==> config.mk <==
export PLATFORM = sky130hd
export DESIGN_NAME = led_pattern_gen
export DESIGN_NICKNAME = d
export VERILOG_FILES = /design/src/rtl/led_pattern_gen.sv
export SDC_FILE = /design/constraint.sdc
export NUM_CORES = 1
export LEC_CHECK = 0
export ABC_AREA = 1
export ABC_CLOCK_PERIOD_IN_PS = 3050
export CAP_MARGIN = 25
export CORE_MARGIN = 2
export CORE_UTILIZATION = 35
export CTS_BUF_LIST = sky130_fd_sc_hd__clkbuf_4
export DETAILED_ROUTE_END_ITERATION = 7
export PLACE_DENSITY = 0.61
export SLEW_MARGIN = 25
export SYNTH_ARGS = -nofsm -noshare
export SYNTH_HDL_FRONTEND = slang
export SYNTH_SLANG_ARGS = --single-unit
==> constraint.sdc <==
create_clock -name CLK_i -period 3.05 [get_ports CLK_i]
set_input_delay 0.61 -clock CLK_i [delete_from_list [all_inputs] [get_ports CLK_i]]
set_output_delay 0.61 -clock CLK_i [all_outputs]
set_load 0.03 [all_outputs]
==> src/rtl/led_pattern_gen.sv <==
// Multi-mode LED pattern engine: rotate left/right, ping-pong and blink-all
// with a power-of-two programmable step period and a pause input.
module led_pattern_gen #(
  parameter int CLK_FREQ = 300_000_000,
  parameter int LED_NUM  = 8,
  parameter int STEP_HZ  = 4
) (
  input  logic               CLK_i,
  input  logic               RST_i,
  input  logic [1:0]         MODE_i,
  input  logic [2:0]         SPEED_i,
  input  logic               PAUSE_i,
  output logic [LED_NUM-1:0] LED_o,
  output logic               STEP_o
);

  localparam longint BASE_TICKS = longint'(CLK_FREQ) / longint'(STEP_HZ);
  localparam int     CNT_W      = $clog2(BASE_TICKS * 128);
  // One extra bit so BASE_TICKS<<7 is representable before subtracting one.
  localparam logic [CNT_W:0]       BASE_CNT = (CNT_W+1)'(BASE_TICKS);
  localparam logic [LED_NUM-1:0]   INIT_LSB = LED_NUM'(1);
  localparam logic [LED_NUM-1:0]   INIT_MSB = INIT_LSB << (LED_NUM - 1);

  typedef enum logic {DIR_UP, DIR_DOWN} dir_t;

  logic [1:0]         mode_q, mode_d;
  logic [2:0]         spd_q, spd_d;
  logic [CNT_W-1:0]   cnt_q, cnt_d;
  dir_t               dir_q, dir_d;
  logic [LED_NUM-1:0] led_d;
  logic               step_d;

  logic [CNT_W:0]       period, period_m1;
  logic                 tick;
  logic [2*LED_NUM-1:0] led_dbl;
  logic [LED_NUM-1:0]   rol, ror, pp_next, stepped;

  assign period    = BASE_CNT << spd_q;
  assign period_m1 = period - (CNT_W+1)'(1);
  assign tick      = !PAUSE_i && ({1'b0, cnt_q} == period_m1);

  // Doubling the vector turns both rotations into plain part-selects,
  // which also degenerate to "hold" when LED_NUM is 1.
  assign led_dbl = {LED_o, LED_o};
  assign rol     = led_dbl[LED_NUM-1 +: LED_NUM];
  assign ror     = led_dbl[1 +: LED_NUM];

  always_comb begin
    pp_next = LED_o;
    if (LED_NUM > 1)
      pp_next = (dir_q == DIR_UP) ? (LED_o << 1) : (LED_o >> 1);
    stepped = LED_o;
    case (mode_q)
      2'd0:    stepped = rol;
      2'd1:    stepped = ror;
      2'd2:    stepped = pp_next;
      default: stepped = ~LED_o;
    endcase
  end

  always_comb begin
    mode_d = mode_q;
    spd_d  = spd_q;
    cnt_d  = cnt_q;
    dir_d  = dir_q;
    led_d  = LED_o;
    step_d = 1'b0;
    if (MODE_i != mode_q) begin
      // A mode change restarts the pattern and swallows a coincident tick.
      mode_d = MODE_i;
      cnt_d  = '0;
      dir_d  = DIR_UP;
      case (MODE_i)
        2'd1:    led_d = INIT_MSB;
        2'd3:    led_d = '1;
        default: led_d = INIT_LSB;
      endcase
      if (tick)
        spd_d = SPEED_i;
    end else if (tick) begin
      cnt_d  = '0;
      spd_d  = SPEED_i;
      led_d  = stepped;
      step_d = 1'b1;
      if (mode_q == 2'd2 && LED_NUM > 1) begin
        if (pp_next[LED_NUM-1])
          dir_d = DIR_DOWN;
        else if (pp_next[0])
          dir_d = DIR_UP;
      end
    end else if (!PAUSE_i) begin
      cnt_d = cnt_q + CNT_W'(1);
    end
  end

  always_ff @(posedge CLK_i) begin
    if (RST_i) begin
      mode_q <= 2'd0;
      spd_q  <= 3'd0;
      cnt_q  <= '0;
      dir_q  <= DIR_UP;
      LED_o  <= INIT_LSB;
      STEP_o <= 1'b0;
    end else begin
      mode_q <= mode_d;
      spd_q  <= spd_d;
      cnt_q  <= cnt_d;
      dir_q  <= dir_d;
      LED_o  <= led_d;
      STEP_o <= step_d;
    end
  end

endmodule

Word level (Yosys, flattened, before mapping) --
Cells that the tools add are included.
Storage, ports and cells: output and inout port bits 9, memory bits (writable) 0, word-level logic and storage cells 32, register bits 49, latch bits 0, memory bits (read-only) 0, input port bits 8, memories kept 0
Operators by class: divide/modulo/power cells 0, order comparisons 0, bitwise operators 1, reductions and logical operators 8, $add $sub $neg 2, $mul 0, equality and inequality tests 6, mux-type cells 8, shift-type cells 1
Operator list (count):
- $eq A34 B35 Y1 | 1
- $shl A27 B3 Y35 const A | 1
- $sub A35 B1 Y35 const B | 1
- $add A34 B1 Y34 const B | 1
- $mux W8 | 3
- $pmux W8 S3 | 1
- $pmux W8 S2 | 1
- $not A8 Y8 | 1
- $eq A2 B1 Y1 const B | 2
- $eq A2 B2 Y1 const B | 2
- $reduce_bool A2 Y1 | 2
- $mux W1 | 3
- $reduce_and A3 Y1 | 1
- $reduce_or A3 Y1 | 1
- $logic_not A2 Y1 | 1
- $ne A2 B2 Y1 | 1
- $reduce_or A2 Y1 | 1
- $logic_and A1 B1 Y1 | 1
- $logic_not A1 Y1 | 1

Logic depth before layout (Yosys ltp) --
Gate-level depths: netlist (run 1).
depth in word-level cells 6, depth in mapped cells 21, gate-level depth less buffers 19

Least setup slack after synthesis (run 1) --
No wires, ideal clock.
kind reg-to-reg, start reg spd_q[1], end reg LED_o[4], stages on the path, launching flop included 21, arrival 2.596 ns, buffers on the path 1, path slack 0.341 ns, required time 2.936 ns, clock period less this slack 2.709 ns, library setup time 0.114 ns, path through dfxtp_1 -> inv_1 -> ha_1 -> nand2_1 -> ha_1 -> inv_1 -> nand2_1 -> nand2_1 -> nor2_1 -> nand3_1 -> nor2_1 -> nand2_1 -> nor2_1 -> nand2_1 -> nor2_1 -> nand4_2 -> nand2_2 -> buf_6 -> nand2_1 -> nand2_1 -> nor2_1
On the way: cells in the longest elaborated chain, start to end 5
RTL lines:
- from (decl) | line 27 | logic [2:0] spd_q, spd_d;
- from (signal assigned) | line 106 | spd_q <= spd_d;
- $shl A27 B3 Y35 | line 38 | assign period = BASE_CNT << spd_q;
- $sub A35 B1 Y35 | line 39 | assign period_m1 = period - (CNT_W+1)'(1);
- $eq A34 B35 Y1 | line 40 | assign tick = !PAUSE_i && ({1'b0, cnt_q} == period_m1);
- $logic_and A1 B1 Y1 | line 40
- $reduce_bool A2 Y1 (no source line)
- to (signal assigned) | line 109 | LED_o <= led_d;
- to (decl) | line 13 | output logic [LED_NUM-1:0] LED_o,
Every way passes these cells. A chain may end at the register's enable or synchronous reset.

Worst setup path after layout (run 1) --
start reg spd_q[1], end reg cnt_q[17]
On the way: cells in the longest elaborated chain, start to end 5
RTL lines:
- $shl A27 B3 Y35 | line 38
- $sub A35 B1 Y35 | line 39
- $eq A34 B35 Y1 | line 40
- $logic_and A1 B1 Y1 | line 40
- $reduce_or A3 Y1 (no source line)
- to (signal assigned) | line 107 | cnt_q <= cnt_d;
- to (decl) | line 28 | logic [CNT_W-1:0] cnt_q, cnt_d;
Every way passes these cells.

==> results of run 1 <==
-- where the power goes --
group	internal, mW	leakage, nW	switching (mW)
Combinational	0.0561	1.29	0.0835
Sequential	0.653	0.397	0.0163
Clock	0.109	0.0324	0.209
Total	0.818	1.72	0.308
-- through the flow --
step           setup TNS (ns)  power [mW]  std cells
2_1_floorplan               0       0.771        602
3_3_place_gp                0       0.820        758
3_5_place_dp         -0.00507       0.822        758
4_1_cts                     0        1.14        766
5_1_grt              -0.00818        1.19        766
6_report                    0        1.13        766
-- synthesized netlist by cell type --
library cell	number
buf_6	2
nor3_2	2
a211oi_1	1
o21ai_1	1
xor2_1	31
nand2_1	189
o211ai_1	5
buf_2	4
nand3_1	38
a21oi_1	22
o221ai_1	1
nand4_1	12
buf_4	1
nor4_1	3
nand2_2	1
o21bai_1	1
dfxtp_1	49
ha_1	16
inv_1	83
a221oi_1	1
or2_2	1
clkbuf_1	1
nor2_2	3
o21ai_0	8
nor3_1	16
clkinv_1	2
nand4_2	1
nor3_4	1
xnor2_1	4
nand3_2	2
nor2_1	99
inv_2	1
-- cell families after synthesis --
family,count (synthesis)
AOI/OAI and AO/OA,40
and+or+nand+nor,368
adders and majority gates,16
buffers and inverters,94
DFF,49
xor gates and xnor gates,35
-- area by class of cell --
| cell class | instances | area share (%) |
|---|---|---|
| Clock buffer | 7 | 1.28 |
| Clock inverter | 1 | 0.183 |
| Inverter | 86 | 7.88 |
| Multi-Input combinational cell | 459 | 56.1 |
| Sequential cell | 49 | 24.0 |
| Tap cell | 136 | 4.16 |
| Timing Repair Buffer | 28 | 6.42 |
-- worst min-delay path, delay by kind of cell (launching register included) --
kind | cells | cell delay [ns]
flops | 1 | 0.35
compound gates | 1 | 0.05
simple gates | 1 | 0.06
-- layer usage --
layer | wire length [um] | track usage [%] | vias to the layer above
met2 | 4370 | 29.1 | 76
met5 | 0 | 0 | -
li1 | - | - | 1926
met1 | 4650 | 24.4 | 1649
met4 | 122 | 4.70 | 0
met3 | 364 | 1.72 | 10
-- sequential cells by signal, summed over array words and instances, names as in the netlist --
register  cells
spd_q         3
LED_o         8
STEP_o        1
mode_q        2
cnt_q        34
dir_q         1
-- how the worst min path moves through the flow --
stage                                       from                endpoint  slack (ns)  cells after the start
after detailed placement  cnt_q[11]$_SDFFE_PP0N_  cnt_q[11]$_SDFFE_PP0N_        0.47                      2
after global routing      cnt_q[11]$_SDFFE_PP0N_  cnt_q[11]$_SDFFE_PP0N_        0.53                      2
after CTS                 cnt_q[11]$_SDFFE_PP0N_  cnt_q[11]$_SDFFE_PP0N_        0.49                      2
after global placement    cnt_q[11]$_SDFFE_PP0N_  cnt_q[11]$_SDFFE_PP0N_        0.47                      2
after floorplan           cnt_q[11]$_SDFFE_PP0N_  cnt_q[11]$_SDFFE_PP0N_        0.45                      2
final                     cnt_q[11]$_SDFFE_PP0N_  cnt_q[11]$_SDFFE_PP0N_        0.49                      2
-- repair_timing --
action / in CTS / in global routing
hold endpoints to repair: 0 / 0
setup endpoints to repair: 0 / 46
gates resized for setup: 0 / 4
==> impl_metrics.env, run 1 <==
export IMPL_status="finished, final reports clean"
export IMPL_cts_max_level=2
export IMPL_crit_cells=16
export IMPL_die_w_um=106
export IMPL_viasPerCell=4.78
export IMPL_gp_congestion=0.947
export IMPL_layout_cells_most_common_list="nand2_1 (189), nor2_1 (98), inv_1 (83)"
export IMPL_worst_slew_pin_slew_ns=0.789
export IMPL_drcViolationCount=0
export IMPL_place_ws_ns=-0.00507
export IMPL_fin_skew_ns=0.0110
export IMPL_vias=3661
export IMPL_startpoint="spd_q[1]$_SDFFE_PP0P_"
export IMPL_cpMostUsedCell="nand2_1"
export IMPL_coreArea_um2=10200
export IMPL_power_leakage_nw=1.72
export IMPL_multiInputGateArea_um2=2300
export IMPL_hold_viol=0
export IMPL_clock_sinks=49
export IMPL_drtAntennaViolNets=0
export IMPL_worstSetupPathType="reg2reg"
export IMPL_critPathArrivalTime_ns=3.03
export IMPL_grt_pass1_wl_um=16100
export IMPL_grt_usage_pct=17.5
export IMPL_final_max_slew_viol_count=0
export IMPL_num_fill_cells=1130
export IMPL_area_growth_pct=12.7
export IMPL_ys_seq_area_share_pct=27.0
export IMPL_grt_pass1_vias=3412
export IMPL_fin_ws_ns=0.292
export IMPL_drt_total_wl_um=9510
export IMPL_portBuffers=16
export IMPL_finalCritPeriodShare_pct=90.4
export IMPL_hold_worst_slack_ns=0.495
export IMPL_ys_ff_latch=49
export IMPL_synthesis_nets=626
export IMPL_synth_mux_area_share_pct=0
export IMPL_cap_violations=0
export IMPL_synth_top_cell_by_area="dfxtp_1"
export IMPL_critical_path_max_stage_delay_ns=0.35
export IMPL_synth_fa_ha_area_share_pct=5.51
export IMPL_postSynthCellCount=602
export IMPL_drt_pass1_iter_count=4
export IMPL_yosys_warnings=0
export IMPL_ff2ff_path_depth=16
export IMPL_clk_pin_slew_ns=0.14
export IMPL_die_area_um2=11200
export IMPL_seq_area_um2=981
export IMPL_end_kind="flip-flop"
export IMPL_io_pins=17
export IMPL_relSlewSlack_pct=46.9
export IMPL_syn_area_per_cell_um2=6.04
export IMPL_required_ns=3.32
export IMPL_clockRootBuffer="clkbuf_4"
export IMPL_ir_drop_uv=149
export IMPL_r2r_slack_ns=0.29
export IMPL_wl_per_cell_um=12.4
export IMPL_dpl_cell_area_um2=4010
export IMPL_ys_top_cells_by_area="dfxtp_1 (27%), nand2_1 (20%), nor2_1 (10%)"
export IMPL_powerDensity_nw_per_um2=275
export IMPL_cp_cell_sequence="inv_1, buf_4, ha_1, nand2_1, nand2_1, nor2_2, nand2_1, nor2_2, nand3_1, nand2_1, nand2_1, nor2_1, nand4_4, nand3_2, buf_12, nor2_1"
export IMPL_synth_top_family_by_area="simple AND/OR/NAND/NOR gates"
export IMPL_finalNetCount=653
export IMPL_layout_drive_gt1_share_pct=5.24
export IMPL_synthSimpleGateAreaFrac_pct=42.5
export IMPL_overflow=0
export IMPL_reg2reg_from="spd_q[1]$_SDFFE_PP0P_"
export IMPL_row_count=37
export IMPL_dieHeight_um=106
export IMPL_hold_path_class="reg2reg"
export IMPL_post_route_util_pct=40.2
export IMPL_cts_buffer_depth=2
export IMPL_timing_critical_path_buf_inv=3
export IMPL_path_delay_family="simple AND/OR/NAND/NOR gates"
export IMPL_synth_compound_area_share_pct=6.20
export IMPL_numCtsBuffers=5
export IMPL_start_util_pct=35.7
export IMPL_syn_cell_area_um2=3630
export IMPL_dp_hpwl_um=7620
export IMPL_num_antenna_cells=0
export IMPL_first_iter_violations=176
export IMPL_worst_path_max_fanout=34
export IMPL_cpMaxStageDelayCell="dfxtp_1"
export IMPL_crit_end="cnt_q[17]$_SDFFE_PP0N_"
export IMPL_fmax_ghz=0.363
export IMPL_startpoint_type="flip-flop"
export IMPL_antenna_found_initial=0
export IMPL_synth_distinct_cells=32
export IMPL_setup_viol=0
export IMPL_ctsHoldBuffers=0
export IMPL_synth_top_area_share_pct=27.0
export IMPL_synth_xor_area_share_pct=8.43
export IMPL_post_cts_buffers=0
export IMPL_clkLatencyLatePin_ns=0.36
export IMPL_cts_tree="done"
export IMPL_rr_endpoint="cnt_q[17]$_SDFFE_PP0N_"
export IMPL_layout_min_cycle_time_ns=2.76
export IMPL_grt_max_degree=35
export IMPL_design_area_um2=4100
export IMPL_final_common_cell="nand2_1"
(Power assumes the default switching activity.)
==> run 2: changes to the inputs <==
--- a/config.mk
+++ b/config.mk
@@ -10,7 +10,7 @@
 export CAP_MARGIN = 25
 export CORE_MARGIN = 2
 export CORE_UTILIZATION = 35
-export CTS_BUF_LIST = sky130_fd_sc_hd__clkbuf_4
+export CTS_BUF_LIST = sky130_fd_sc_hd__clkbuf_4 sky130_fd_sc_hd__clkbuf_8
 export DETAILED_ROUTE_END_ITERATION = 7
 export PLACE_DENSITY = 0.61
 export SLEW_MARGIN = 25
==> impl_metrics.env, run 2 (synthesized netlist as in run 1, its figures left out) <==
export IMPL_vias=3654
export IMPL_min_to="cnt_q[11]$_SDFFE_PP0N_"
export IMPL_switching_share_pct=26.2
export IMPL_grt_max_degree=35
export IMPL_relSlewSlack_pct=51.1
export IMPL_ir_drop_uv=148
export IMPL_power_net_switching_uw=316
export IMPL_power_leakage_nw=1.73
export IMPL_finalNetCount=653
export IMPL_die_w_um=106
export IMPL_ff2ff_path_depth=16
export IMPL_rr_endpoint="cnt_q[17]$_SDFFE_PP0N_"
export IMPL_setup_viol=0
export IMPL_multiInputGateArea_um2=2300
export IMPL_r2r_slack_ns=0.37
export IMPL_grt_usage_pct=17.7
export IMPL_num_fill_cells=1126
export IMPL_intPower_uw=888
export IMPL_largestRegisters="cnt_q (34), LED_o (8), spd_q (3)"
export IMPL_worst_path_max_fanout=5
export IMPL_hold_viol=0
export IMPL_area_growth_pct=13.6
export IMPL_power_frac_clock_pct=32.9
export IMPL_row_count=37
export IMPL_final_common_cell="nand2_1"
export IMPL_reg2reg_from="spd_q[1]$_SDFFE_PP0P_"
export IMPL_start_util_pct=35.7
export IMPL_layout_cells_most_common_list="nand2_1 (189), nor2_1 (97), inv_1 (83)"
export IMPL_first_iter_violations=195
export IMPL_io_pins=17
export IMPL_wl_per_cell_um=12.5
export IMPL_seq_area_um2=981
export IMPL_powerDensity_nw_per_um2=292
export IMPL_placed_cells=758
export IMPL_combinationalPowerShare_pct=11.6
export IMPL_worst_slew_pin_slew_ns=0.727
export IMPL_startpoint_type="input port"
export IMPL_sequentialPowerShare_pct=55.5
export IMPL_rsz0062_at_grt="false"
export IMPL_fin_skew_ns=0.00741
export IMPL_largest_reg_flops=34
export IMPL_layout_drive_gt1_share_pct=5.40
export IMPL_cts_tree="done"
export IMPL_drcViolationCount=0
export IMPL_critPathArrivalTime_ns=2.94
export IMPL_hold_path_class="reg2reg"
export IMPL_die_area_um2=11200
export IMPL_regMostFlops="cnt_q"
export IMPL_final_max_slew_viol_count=0
export IMPL_portBuffers=16
export IMPL_gp_congestion=0.947
export IMPL_whs_path_depth=2
export IMPL_finalNonFillerCells=766
export IMPL_grt_pass1_wl_um=16300
export IMPL_cts_max_level=2
export IMPL_cap_violations=0
export IMPL_drtAntennaViolNets=0
export IMPL_cts_buffer_depth=2
export IMPL_hold_worst_slack_ns=0.486
export IMPL_layout_min_cycle_time_ns=2.74
export IMPL_num_antenna_cells=0
export IMPL_dp_hpwl_um=7620
export IMPL_dieHeight_um=106
export IMPL_required_ns=3.25
export IMPL_fin_total_pwr_mw=1.20
export IMPL_drt_pass1_iter_count=5
export IMPL_drt_total_wl_um=9560
export IMPL_clockRootBuffer="clkbuf_8"
export IMPL_coreArea_um2=10200
export IMPL_clkLatencyLatePin_ns=0.30
export IMPL_fmax_ghz=0.365
export IMPL_clock_sinks=49
export IMPL_clk_pin_slew_ns=0.09
export IMPL_hp_start="cnt_q[11]$_SDFFE_PP0N_"
export IMPL_antenna_found_initial=0
export IMPL_status="finished, final reports clean"
export IMPL_viasPerCell=4.77
export IMPL_end_kind="flip-flop"
export IMPL_numCtsBuffers=5
export IMPL_overflow=0
export IMPL_worstSetupPathType="in2reg"
export IMPL_finalCritPeriodShare_pct=89.8
export IMPL_grt_pass1_vias=3444
## run 2: cell counts in the layout (fill, tap and decap cells not counted)
Identical to the previous run, type by type.
## run 2: critical path: stages
cell	delay (ns)
clkdlybuf4s50_1	0.48
nor2_1	0.18
nand3_1	0.12
nor3_1	0.29
nand2_1	0.17
nor2_1	0.23
nand2_1	0.15
nor2_1	0.22
nand2_1	0.13
nor2_1	0.12
xor2_1	0.17
nor2_1	0.06
## run 2: layer usage
layer / vias up / global-route usage, % / part of all wire [%]
met5: - / 0 / 0
met4: 0 / 5.08 / 1.3
met3: 11 / 1.72 / 3.1
met2: 67 / 29.5 / 46
met1: 1652 / 24.3 / 50
li1: 1924 / - / -
## run 2: worst max-delay path by stage
stage                                     start                      to  slack [ns]  cells past startpoint
after floorplan           spd_q[1]$_SDFFE_PP0P_   LED_o[4]$_SDFFE_PP0P_        0.34                     20
after global placement                  PAUSE_i  cnt_q[31]$_SDFFE_PP0N_        0.08                     12
after detailed placement                PAUSE_i  cnt_q[31]$_SDFFE_PP0N_      -0.005                     12
after CTS                 spd_q[1]$_SDFFE_PP0P_   LED_o[2]$_SDFFE_PP0P_        0.27                     19
after global routing      spd_q[1]$_SDFFE_PP0P_      dir_q$_SDFFE_PP0P_        0.02                     19
final                                   PAUSE_i  cnt_q[31]$_SDFFE_PP0N_        0.31                     12
## run 2: layout make-up
cell class | count | share of cell area (%)
multi-input cells | 459 | 55.7
flip-flops and latches | 49 | 23.8
inverters | 86 | 7.82
repair buffers | 28 | 6.36
well taps | 136 | 4.12
clock buffers | 7 | 2.03
clock inverters | 1 | 0.182
## run 2: stage by stage
stage	TNS (ns)	worst slack (ns)	util, %	instance area [um2]
after global placement	0	0.0839	39.4	4010
final	0	0.310	40.5	4130
after floorplan	0	0.341	-	3630
after detailed placement	-0.00507	-0.00507	39.4	4010
after global routing	0	0.0216	40.5	4130
after CTS	0	0.266	40.3	4110
## run 2: power by group through the flow
stage          combinational [mW]  sequential (mW)  clock [mW]
4_1_cts                     0.139            0.668       0.414
2_1_floorplan              0.0710            0.700           0
5_1_grt                     0.154            0.671       0.440
6_report                    0.139            0.668       0.397
3_5_place_dp                0.138            0.683           0
3_3_place_gp                0.137            0.682           0
## run 2: what timing repair did
action,in CTS,in global routing
endpoints found under the setup margin,0,46
setup buffers,0,0
hold buffers,0,0
resized for setup,0,5
==> run 3: changes to the inputs <==
--- a/config.mk
+++ b/config.mk
@@ -6,7 +6,6 @@
 export NUM_CORES = 1
 export LEC_CHECK = 0
 export ABC_AREA = 1
-export ABC_CLOCK_PERIOD_IN_PS = 3050
 export CAP_MARGIN = 25
 export CORE_MARGIN = 2
 export CORE_UTILIZATION = 35
==> results of run 3 <==
No change in the layout: final DEF, timing and power equal those of run 2.
==> variant (config.mk and constraints of run 3) <==
Add an input register stage for `MODE_i`, `SPEED_i` and `PAUSE_i`, without a reset; this delays them by one clock.
--- a/src/rtl/led_pattern_gen.sv
+++ b/src/rtl/led_pattern_gen.sv
@@ -23,6 +23,16 @@
 
   typedef enum logic {DIR_UP, DIR_DOWN} dir_t;
 
+  logic [1:0] MODE_q;
+  logic [2:0] SPEED_q;
+  logic PAUSE_q;
+
+  always_ff @(posedge CLK_i) begin
+    MODE_q  <= MODE_i;
+    SPEED_q <= SPEED_i;
+    PAUSE_q <= PAUSE_i;
+  end
+
   logic [1:0]         mode_q, mode_d;
   logic [2:0]         spd_q, spd_d;
   logic [CNT_W-1:0]   cnt_q, cnt_d;
@@ -37,7 +47,7 @@
 
   assign period    = BASE_CNT << spd_q;
   assign period_m1 = period - (CNT_W+1)'(1);
-  assign tick      = !PAUSE_i && ({1'b0, cnt_q} == period_m1);
+  assign tick      = !PAUSE_q && ({1'b0, cnt_q} == period_m1);
 
   // Doubling the vector turns both rotations into plain part-selects,
   // which also degenerate to "hold" when LED_NUM is 1.
@@ -65,21 +75,21 @@
     dir_d  = dir_q;
     led_d  = LED_o;
     step_d = 1'b0;
-    if (MODE_i != mode_q) begin
+    if (MODE_q != mode_q) begin
       // A mode change restarts the pattern and swallows a coincident tick.
-      mode_d = MODE_i;
+      mode_d = MODE_q;
       cnt_d  = '0;
       dir_d  = DIR_UP;
-      case (MODE_i)
+      case (MODE_q)
         2'd1:    led_d = INIT_MSB;
         2'd3:    led_d = '1;
         default: led_d = INIT_LSB;
       endcase
       if (tick)
-        spd_d = SPEED_i;
+        spd_d = SPEED_q;
     end else if (tick) begin
       cnt_d  = '0;
-      spd_d  = SPEED_i;
+      spd_d  = SPEED_q;
       led_d  = stepped;
       step_d = 1'b1;
       if (mode_q == 2'd2 && LED_NUM > 1) begin
@@ -88,7 +98,7 @@
         else if (pp_next[0])
           dir_d = DIR_UP;
       end
-    end else if (!PAUSE_i) begin
+    end else if (!PAUSE_q) begin
       cnt_d = cnt_q + CNT_W'(1);
     end
   end
Check against the original RTL: not equivalent (a bounded check fails within 4 cycles, from zero or initial values and one cycle with RST_i high).
==> variant against run 3 <==
- design area increased by 4.8%
- die area increased by 6.4%
- synthesized cell count increased by 6.5%
- power increased by 6.2%
- worst setup slack got worse by 41 ps
- wire length increased by 8.7%
- sequential power increased by 13%
- area after synthesis increased by 6.6%
- fmax decreased by 1.5%
- sequential cell count increased by 6
- clock skew about the same
==> variant: results <==
[yosys]
syn_avg_cell_area_um2 = 6.047
synth_compound_area_share_pct = 5.294
synth_area_leaders = "dfxtp_1 28%, nand2_1 19%, nor2_1 10%"
ys_types = 27
synth_xor_area_share_pct = 9.264
ys_seq_area_share_pct = 28.41
syn_nets = 665
synth_commonest_cells = "201 x nand2_1, 108 x nor2_1, 78 x inv_1, 55 x dfxtp_1, 47 x nand3_1"
synth_fa_ha_area_share_pct = 5.165

[layout]
nFillCells = 1156
largest_registers = "cnt_q (34), LED_o (8)"
layout-drive-gt1-share_pct = 4.848
instances_no_fill = 800
final_nets = 685

[drt]
wl_met3_um = 465
top_layer = "met4"
routed_wl_um = 10390
viasPerCell = 4.811
drt_iter0_markers = 324
wl_met1_um = 5123
wl_met2_um = 4578

[placement]
placed_area_um2 = 4224
place_inst = 793
preCtsSetupSlack_ps = 73.47
place.gp.congestion = 0.9279

[clock_network]
clk_latency_ps = 320

[pwr]
p_per_area_nw_per_um2 = 295.4
vdd_drop_max_mv = 0.1852
pg_comb_uw = 137
power.share.switching_pct = 26.36
p_leak_nw = 1.850
pwr-share-clk_pct = 30.5

[sta]
timing.hold.ws_ps = 462.5
worst_slew_pin_slew_ps = 644.4
clock_skew_ps = 7.000
fin_crit_sh_pct = 91.16

[setup_path]
worst_ep_arrival_time_ps = 3030
r2r_cells = 19
crit_fanout = 7
critPathMaxStageDelay_ps = 400
critPathSlowestCell = "dfxtp_2"
r2r_setup_slack_ps = 270

[global_route]
use_met2_pct = 29.15
gr-usage-met1_pct = 25.96
met3_usage_pct = 2.271
track_usage_pct = 18.60
grt_pass1_vias = 3709
grt_pass1_wl_um = 17700

[outcome]
status = "finished clean"
==> variant: path summary, 6_finish.rpt <==
check / endpoint / start
max: spd_q[0] / spd_q[0]
min: spd_q[1] / SPEED_q[1]
max reg2reg: spd_q[0] / spd_q[0]
min reg2reg: spd_q[1] / SPEED_q[1]
==> variant: logic make-up after synthesis <==
| kind of cell | count (synthesis) |
|---|---|
| xor gates and xnor gates | 41 |
| adders and majority gates | 16 |
| AOI/OAI and AO/OA | 38 |
| DFF | 55 |
| buffers and inverters | 94 |
| and+or+nand+nor | 397 |
==> variant: layout make-up <==
class | count | share of cell area [%]
tap | 140 | 4.047
clock inverter | 1 | 0.1735
clock buffer | 5 | 1.590
timing repair buffer | 25 | 5.551
multi-input combinational | 492 | 56.06
sequential | 55 | 25.47
inverter | 82 | 7.112
==> variant: repair_timing <==
item,4_1_cts,5_1_grt
setup endpoints to repair,0,46
gates resized for setup,0,6
setup buffers,0,1
